## src/rtl/microsequencer_if.sv

```systemverilog
// Microsequencer control/status bundle: next-address controls in, microaddress and stack status out.
// master = the control unit driving selects; slave = the sequencer itself.
interface microsequencer_if #(
  parameter int ADDR_WIDTH  = 9,
  parameter int STACK_DEPTH = 4
);
  localparam int LEVEL_W = $clog2(STACK_DEPTH + 1);

  logic [ADDR_WIDTH-1:0] Encoder_Address;
  logic [ADDR_WIDTH-1:0] Control_Register_Address;
  logic [2:0]            Next_State_Address_Select;
  logic                  Condition;
  logic                  Stall;
  logic [ADDR_WIDTH-1:0] Next_State_Address;
  logic                  Stack_Overflow;
  logic                  Stack_Underflow;
  logic [LEVEL_W-1:0]    Stack_Level;

  modport master (
    output Encoder_Address, Control_Register_Address, Next_State_Address_Select,
           Condition, Stall,
    input  Next_State_Address, Stack_Overflow, Stack_Underflow, Stack_Level
  );

  modport slave (
    input  Encoder_Address, Control_Register_Address, Next_State_Address_Select,
           Condition, Stall,
    output Next_State_Address, Stack_Overflow, Stack_Underflow, Stack_Level
  );
endinterface

```

## src/rtl/microsequencer.sv

```systemverilog
// Microprogram sequencer: registered microaddress with encoder/fetch/jump/increment/branch
// modes and a LIFO return-address stack with sticky overflow/underflow flags.
module microsequencer #(
  parameter int ADDR_WIDTH  = 9,
  parameter int STACK_DEPTH = 4,
  parameter int FETCH_ADDR  = 1,
  parameter int RESET_ADDR  = 0
) (
  input logic            Clock,
  input logic            Reset,
  microsequencer_if.slave seq
);
  localparam int LEVEL_W = $clog2(STACK_DEPTH + 1);
  localparam int PTR_W   = (STACK_DEPTH > 1) ? $clog2(STACK_DEPTH) : 1;

  typedef enum logic [2:0] {
    SEL_ENCODER = 3'b000,
    SEL_FETCH   = 3'b001,
    SEL_JUMP    = 3'b010,
    SEL_INC     = 3'b011,
    SEL_CALL    = 3'b100,
    SEL_RETURN  = 3'b101,
    SEL_BRANCH  = 3'b110,
    SEL_HOLD    = 3'b111
  } sel_e;

  typedef logic [ADDR_WIDTH-1:0] addr_t;

  addr_t              addr_q, addr_d, inc;
  logic [LEVEL_W-1:0] level_q, level_d;
  logic               ovf_q, ovf_d, udf_q, udf_d;
  logic               push, full, empty;
  logic [PTR_W-1:0]   push_idx, top_idx;
  addr_t              stack_mem [STACK_DEPTH];
  sel_e               sel;

  assign sel      = sel_e'(seq.Next_State_Address_Select);
  assign inc      = addr_q + addr_t'(1);
  assign full     = (level_q == LEVEL_W'(STACK_DEPTH));
  assign empty    = (level_q == '0);
  assign push_idx = PTR_W'(level_q);
  assign top_idx  = PTR_W'(level_q - LEVEL_W'(1));

  // NOTE: every variable gets its default before the case; a path that skips an
  // assignment in always_comb would otherwise infer a latch.
  always_comb begin
    addr_d  = addr_q;
    level_d = level_q;
    ovf_d   = ovf_q;
    udf_d   = udf_q;
    push    = 1'b0;
    if (!seq.Stall) begin
      unique case (sel)
        SEL_ENCODER: addr_d = seq.Encoder_Address;
        SEL_FETCH:   addr_d = addr_t'(FETCH_ADDR);
        SEL_JUMP:    addr_d = seq.Control_Register_Address;
        SEL_INC:     addr_d = inc;
        SEL_CALL: begin
          if (full) begin
            ovf_d = 1'b1;
          end else begin
            push    = 1'b1;
            addr_d  = seq.Control_Register_Address;
            level_d = level_q + LEVEL_W'(1);
          end
        end
        SEL_RETURN: begin
          // Empty stack: entries are stale, so fall back to instruction fetch.
          if (empty) begin
            udf_d  = 1'b1;
            addr_d = addr_t'(FETCH_ADDR);
          end else begin
            addr_d  = stack_mem[top_idx];
            level_d = level_q - LEVEL_W'(1);
          end
        end
        SEL_BRANCH:  addr_d = seq.Condition ? seq.Control_Register_Address : inc;
        SEL_HOLD:    addr_d = addr_q;
        default:     addr_d = addr_q;
      endcase
    end
  end

  // NOTE: sequential state is assigned with <= so all registers sample the
  // pre-edge values together regardless of statement order.
  always_ff @(posedge Clock) begin
    if (!Reset) begin
      addr_q  <= addr_t'(RESET_ADDR);
      level_q <= '0;
      ovf_q   <= 1'b0;
      udf_q   <= 1'b0;
    end else begin
      addr_q  <= addr_d;
      level_q <= level_d;
      ovf_q   <= ovf_d;
      udf_q   <= udf_d;
    end
  end

  // NOTE: the stack array is deliberately not reset; clearing level_q makes every
  // entry unreachable, and leaving it out of reset lets it map to plain storage.
  always_ff @(posedge Clock) begin
    if (Reset && push) begin
      stack_mem[push_idx] <= inc;
    end
  end

  assign seq.Next_State_Address = addr_q;
  assign seq.Stack_Level        = level_q;
  assign seq.Stack_Overflow     = ovf_q;
  assign seq.Stack_Underflow    = udf_q;
endmodule

```

## src/flat_wrapper.sv

```systemverilog
// flat-port wrapper written by rule: the top's interface ports become plain ports
module microsequencer_flat 
#(
  parameter int ADDR_WIDTH  = 9,
  parameter int STACK_DEPTH = 4,
  parameter int FETCH_ADDR  = 1,
  parameter int RESET_ADDR  = 0
)
  (Clock, Reset, seq_Encoder_Address, seq_Control_Register_Address, seq_Next_State_Address_Select, seq_Condition, seq_Stall, seq_Next_State_Address, seq_Stack_Overflow, seq_Stack_Underflow, seq_Stack_Level);
  microsequencer_if #(.ADDR_WIDTH(ADDR_WIDTH), .STACK_DEPTH(STACK_DEPTH)) seq_i ();
  input logic Clock;
  input logic Reset;
  input wire logic [$bits(seq_i.Encoder_Address)-1:0] seq_Encoder_Address;
  input wire logic [$bits(seq_i.Control_Register_Address)-1:0] seq_Control_Register_Address;
  input wire logic [$bits(seq_i.Next_State_Address_Select)-1:0] seq_Next_State_Address_Select;
  input wire logic [$bits(seq_i.Condition)-1:0] seq_Condition;
  input wire logic [$bits(seq_i.Stall)-1:0] seq_Stall;
  output wire logic [$bits(seq_i.Next_State_Address)-1:0] seq_Next_State_Address;
  output wire logic [$bits(seq_i.Stack_Overflow)-1:0] seq_Stack_Overflow;
  output wire logic [$bits(seq_i.Stack_Underflow)-1:0] seq_Stack_Underflow;
  output wire logic [$bits(seq_i.Stack_Level)-1:0] seq_Stack_Level;
  assign seq_i.Encoder_Address = seq_Encoder_Address;
  assign seq_i.Control_Register_Address = seq_Control_Register_Address;
  assign seq_i.Next_State_Address_Select = seq_Next_State_Address_Select;
  assign seq_i.Condition = seq_Condition;
  assign seq_i.Stall = seq_Stall;
  assign seq_Next_State_Address = seq_i.Next_State_Address;
  assign seq_Stack_Overflow = seq_i.Stack_Overflow;
  assign seq_Stack_Underflow = seq_i.Stack_Underflow;
  assign seq_Stack_Level = seq_i.Stack_Level;
  microsequencer #(.ADDR_WIDTH(ADDR_WIDTH), .STACK_DEPTH(STACK_DEPTH), .FETCH_ADDR(FETCH_ADDR), .RESET_ADDR(RESET_ADDR)) u_core (.Clock(Clock), .Reset(Reset), .seq(seq_i));
endmodule
```

## config.mk

```make
export PLATFORM = sky130hd
export DESIGN_NAME = microsequencer_flat
export DESIGN_NICKNAME = d
export VERILOG_FILES = /design/src/rtl/microsequencer_if.sv /design/src/rtl/microsequencer.sv /design/src/flat_wrapper.sv
export SDC_FILE = /design/constraint.sdc
export NUM_CORES = 1
export LEC_CHECK = 0
export BUFFER_PORTS_ARGS = -buffer_cell sky130_fd_sc_hd__buf_4
export CORE_ASPECT_RATIO = 1.75
export CORE_MARGIN = 4
export CORE_UTILIZATION = 50
export CTS_CLUSTER_DIAMETER = 30
export DETAILED_ROUTE_END_ITERATION = 10
export PLACE_DENSITY = 0.72
export SLEW_MARGIN = 20
export SYNTH_ARGS = -nofsm -noshare
export SYNTH_HDL_FRONTEND = slang
export SYNTH_SLANG_ARGS = --single-unit
```

## constraint.sdc

```tcl
create_clock -name Clock -period 2.6 [get_ports Clock]
set_clock_uncertainty 0.15 [all_clocks]
set_input_delay 0.52 -clock Clock [delete_from_list [all_inputs] [get_ports Clock]]
set_output_delay 0.52 -clock Clock [all_outputs]
set_load 0.02 [all_outputs]
```

==> out/metrics.yaml <==
timing:
  max_slew_margin_pct: 66.0
  hold_violations: 0
  min_period_over_period_pct: 87.5
  max_freq_mhz: 440
  setup_viol: 0
  setup_tns_ns: 0
  rsz0062_at_grt: "false"
  worst_slew_pin_slew_ns: 0.510
  finalWorstSetupSlack_ns: 0.325
  slew_violations: 0
  post-route-min-period_ns: 2.28
routing:
  via_count: 1965
  drt_wl_total_um: 6670
  vias_per_cell: 6.30
  ant_nets: 0
  post_drt_wl_per_cell_um: 21.4
  drc: 0
  drt_iter0_markers: 134
  dr.pass1.iters: 5
worst_setup_path:
  critPathCaptureType: "flip-flop"
  worstSetupPathType: "reg2reg"
  r2r_cells: 7
  cp-startpoint: "u_core.seq.Stack_Level[1]$_SDFFE_PN0P_"
  worstPathRequired_ns: 2.62
  rr_endpoint: "u_core.seq.Next_State_Address[0]$_SDFFE_PN0P_"
  crit_arrival_ns: 2.30
  critPathCapture: "u_core.seq.Next_State_Address[0]$_SDFFE_PN0P_"
  reg2reg_setup_slack_ns: 0.32
  path_max_fanout: 11
  cp-start-kind: "flip-flop"
  r2r_start: "u_core.seq.Stack_Level[1]$_SDFFE_PN0P_"
worst_hold_path:
  hold_class: "reg2reg"
floorplanning:
  io_pins: 39
  fp.dieW_um: 62.8
  rows: 34
  core_um2: 5020
  die_area_um2: 6520
  die_y_um: 104
  initial_core_util_pct: 52.3
global_route:
  antenna_found_initial: 0
  grt_max_degree: 21
  grt.total_usage_pct: 21.2
  grt_pass1_wl_um: 10600
  grt_overflow: 0
  grt_pass1_vias: 1903
pwr:
  powerDensity_nw_per_um2: 548
  finalPower_mw: 1.69
  p_leak_nw: 1.14
  vdd_drop_max_uv: 315
logic_synthesis:
  synth-seq-area-share_pct: 51.9
  syn_area_per_cell_um2: 12.3
  synthCells: 213
  synth_area_um2: 2630
  synth-edff-count: 36
  synth_ff_type: "edfxtp_1"
  synth_cell_type_count: 53
  synth-async-reset-ratio_pct: 0
  ys_seq_elements: 50
  yosys_warnings: 0
  synth_fp_nets: 244
cts:
  ctsResizeCount: 0
  cts_buffers: 5
  cts_root_buffer: "clkbuf_8"
  worstSkewPairLatency_ns: 0.30
  clk_pin_slew_worst_paths_ns: 0.09
  tritoncts: "done"
  clock-sinks: 50
  cts_buffer_depth: 2
  cts_post_setup_buffers_inserted: 0
  hold_buffers: 0
  h-tree-depth: 2
flow_run:
  maxCapViolations: 0
layout:
  diodes: 0
  finalInstanceArea_um2: 3090
  fillers: 421
  layout.nets: 288
  final_layout_size_suffix_gt1_share_pct: 30.2
  area_growth_pct: 17.8
place:
  post-place-ws_ns: 0.262
  io_buffers: 38
  placed_cell_area_um2: 2980
  place_congestion: 0.902
  hpwl_um: 5100
run_status:
  status: "completed"
==> worst max-delay path, cell delays in order (launching register included) <==
cell and delay, ns:
dfxtp_1 0.41, inv_1 0.10, ha_1 0.60, mux4_2 0.39, nor2_1 0.12, nor2_1 0.06, a311oi_1 0.20, o22ai_1 0.12
==> flip-flops by register name, indices dropped and copies added (netlist names) <==
signal / cells
u_core.seq.Stack_Underflow: 1
u_core.stack_mem: 36
u_core.seq.Stack_Level: 3
u_core.seq.Stack_Overflow: 1
u_core.seq.Next_State_Address: 9
==> layout by cell type (no fill, tap or decap), types with 2 or more instances in the layout <==
cell type,count
buf_4,49
xnor2_1,5
o311ai_0,4
nand2b_1,5
a221oi_2,2
a221oi_1,3
ha_1,6
a211oi_1,6
xnor2_2,2
and2_1,5
mux4_2,9
o32ai_2,2
nand3_1,4
nand2_1,13
o22ai_1,7
a22o_1,2
inv_1,9
clkbuf_8,5
nand4_1,2
edfxtp_1,36
o21a_1,2
nor2_1,8
nor3_1,2
nor2b_1,3
o21ai_0,10
a21oi_1,13
dfxtp_1,14
o32ai_1,2
xor2_1,3
==> where the power goes <==
part	internal (mW)	switching, mW	leakage [nW]
registers	0.873	0.0144	0.442
logic	0.114	0.145	0.649
clock network	0.287	0.261	0.0514
==> final cells by class <==
cell class / count / area, um2 / area share [%]
Sequential cell: 50 / 1360 / 44.0
Timing Repair Buffer: 49 / 368 / 11.9
Clock buffer: 6 / 72.6 / 2.35
Multi-Input combinational cell: 141 / 1150 / 37.1
Tap cell: 54 / 67.6 / 2.18
Clock inverter: 2 / 37.5 / 1.21
Inverter: 10 / 37.5 / 1.21
==> worst min-delay path by stage <==
| stage | from | to | cells past startpoint |
|---|---|---|---|
| after floorplan | u_core.seq.Stack_Overflow$_SDFFE_PN0P_ | u_core.seq.Stack_Overflow$_SDFFE_PN0P_ | 2 |
| after global placement | u_core.seq.Stack_Overflow$_SDFFE_PN0P_ | u_core.seq.Stack_Overflow$_SDFFE_PN0P_ | 2 |
| after detailed placement | u_core.seq.Stack_Overflow$_SDFFE_PN0P_ | u_core.seq.Stack_Overflow$_SDFFE_PN0P_ | 2 |
| after CTS | u_core.seq.Stack_Overflow$_SDFFE_PN0P_ | u_core.seq.Stack_Overflow$_SDFFE_PN0P_ | 2 |
| after global routing | u_core.seq.Stack_Underflow$_SDFFE_PN0P_ | u_core.seq.Stack_Underflow$_SDFFE_PN0P_ | 1 |
| final | u_core.seq.Stack_Overflow$_SDFFE_PN0P_ | u_core.seq.Stack_Overflow$_SDFFE_PN0P_ | 2 |
==> per-stage QoR <==
step / utilization (%) / hold WS [ns] / cells
final: 61.6 / 0.339 / 312
after global routing: 61.6 / 0.373 / 312
after CTS: 61.6 / 0.336 / 312
after detailed placement: 59.4 / 0.301 / 304
after global placement: 59.4 / 0.310 / 304
after floorplan: - / 0.388 / 213
==> routing by layer <==
metal	global-route usage [%]	part of all wire, %	vias up
met5	0	0	-
met4	7.27	1.3	0
met3	2.16	4.7	7
met2	38.5	55	84
met1	25.7	39	957
li1	-	-	917
==> cell usage after synthesis (all sizes together), types with 5 or more instances <==
master | number | share of area [%]
edfxtp | 36 | 41
a21oi | 14 | 2.8
dfxtp | 14 | 11
nand2 | 13 | 1.9
o21ai | 11 | 2.2
buf | 10 | 2.7
inv | 9 | 1.3
mux4 | 9 | 7.7
nor2 | 9 | 1.4
o22ai | 7 | 1.7
xnor2 | 7 | 2.9
a211oi | 6 | 1.7
ha | 6 | 2.9
a221oi | 5 | 2.1
and2 | 5 | 1.2
nand2b | 5 | 1.2
==> cell families (layout without fill, tap and decap cells) <==
group           after synthesis  after routing  share of synthesized area [%]
fa+ha+maj                     6              6                           2.86
compound gates               63             63                           17.6
mux                          10             10                           8.10
xor+xnor                     10             10                           3.91
buf+inv                      22             67                           4.38
simple gates                 52             52                           11.2
flops                        50             50                           51.9
Note: power is estimated with default switching activity, not from simulation.
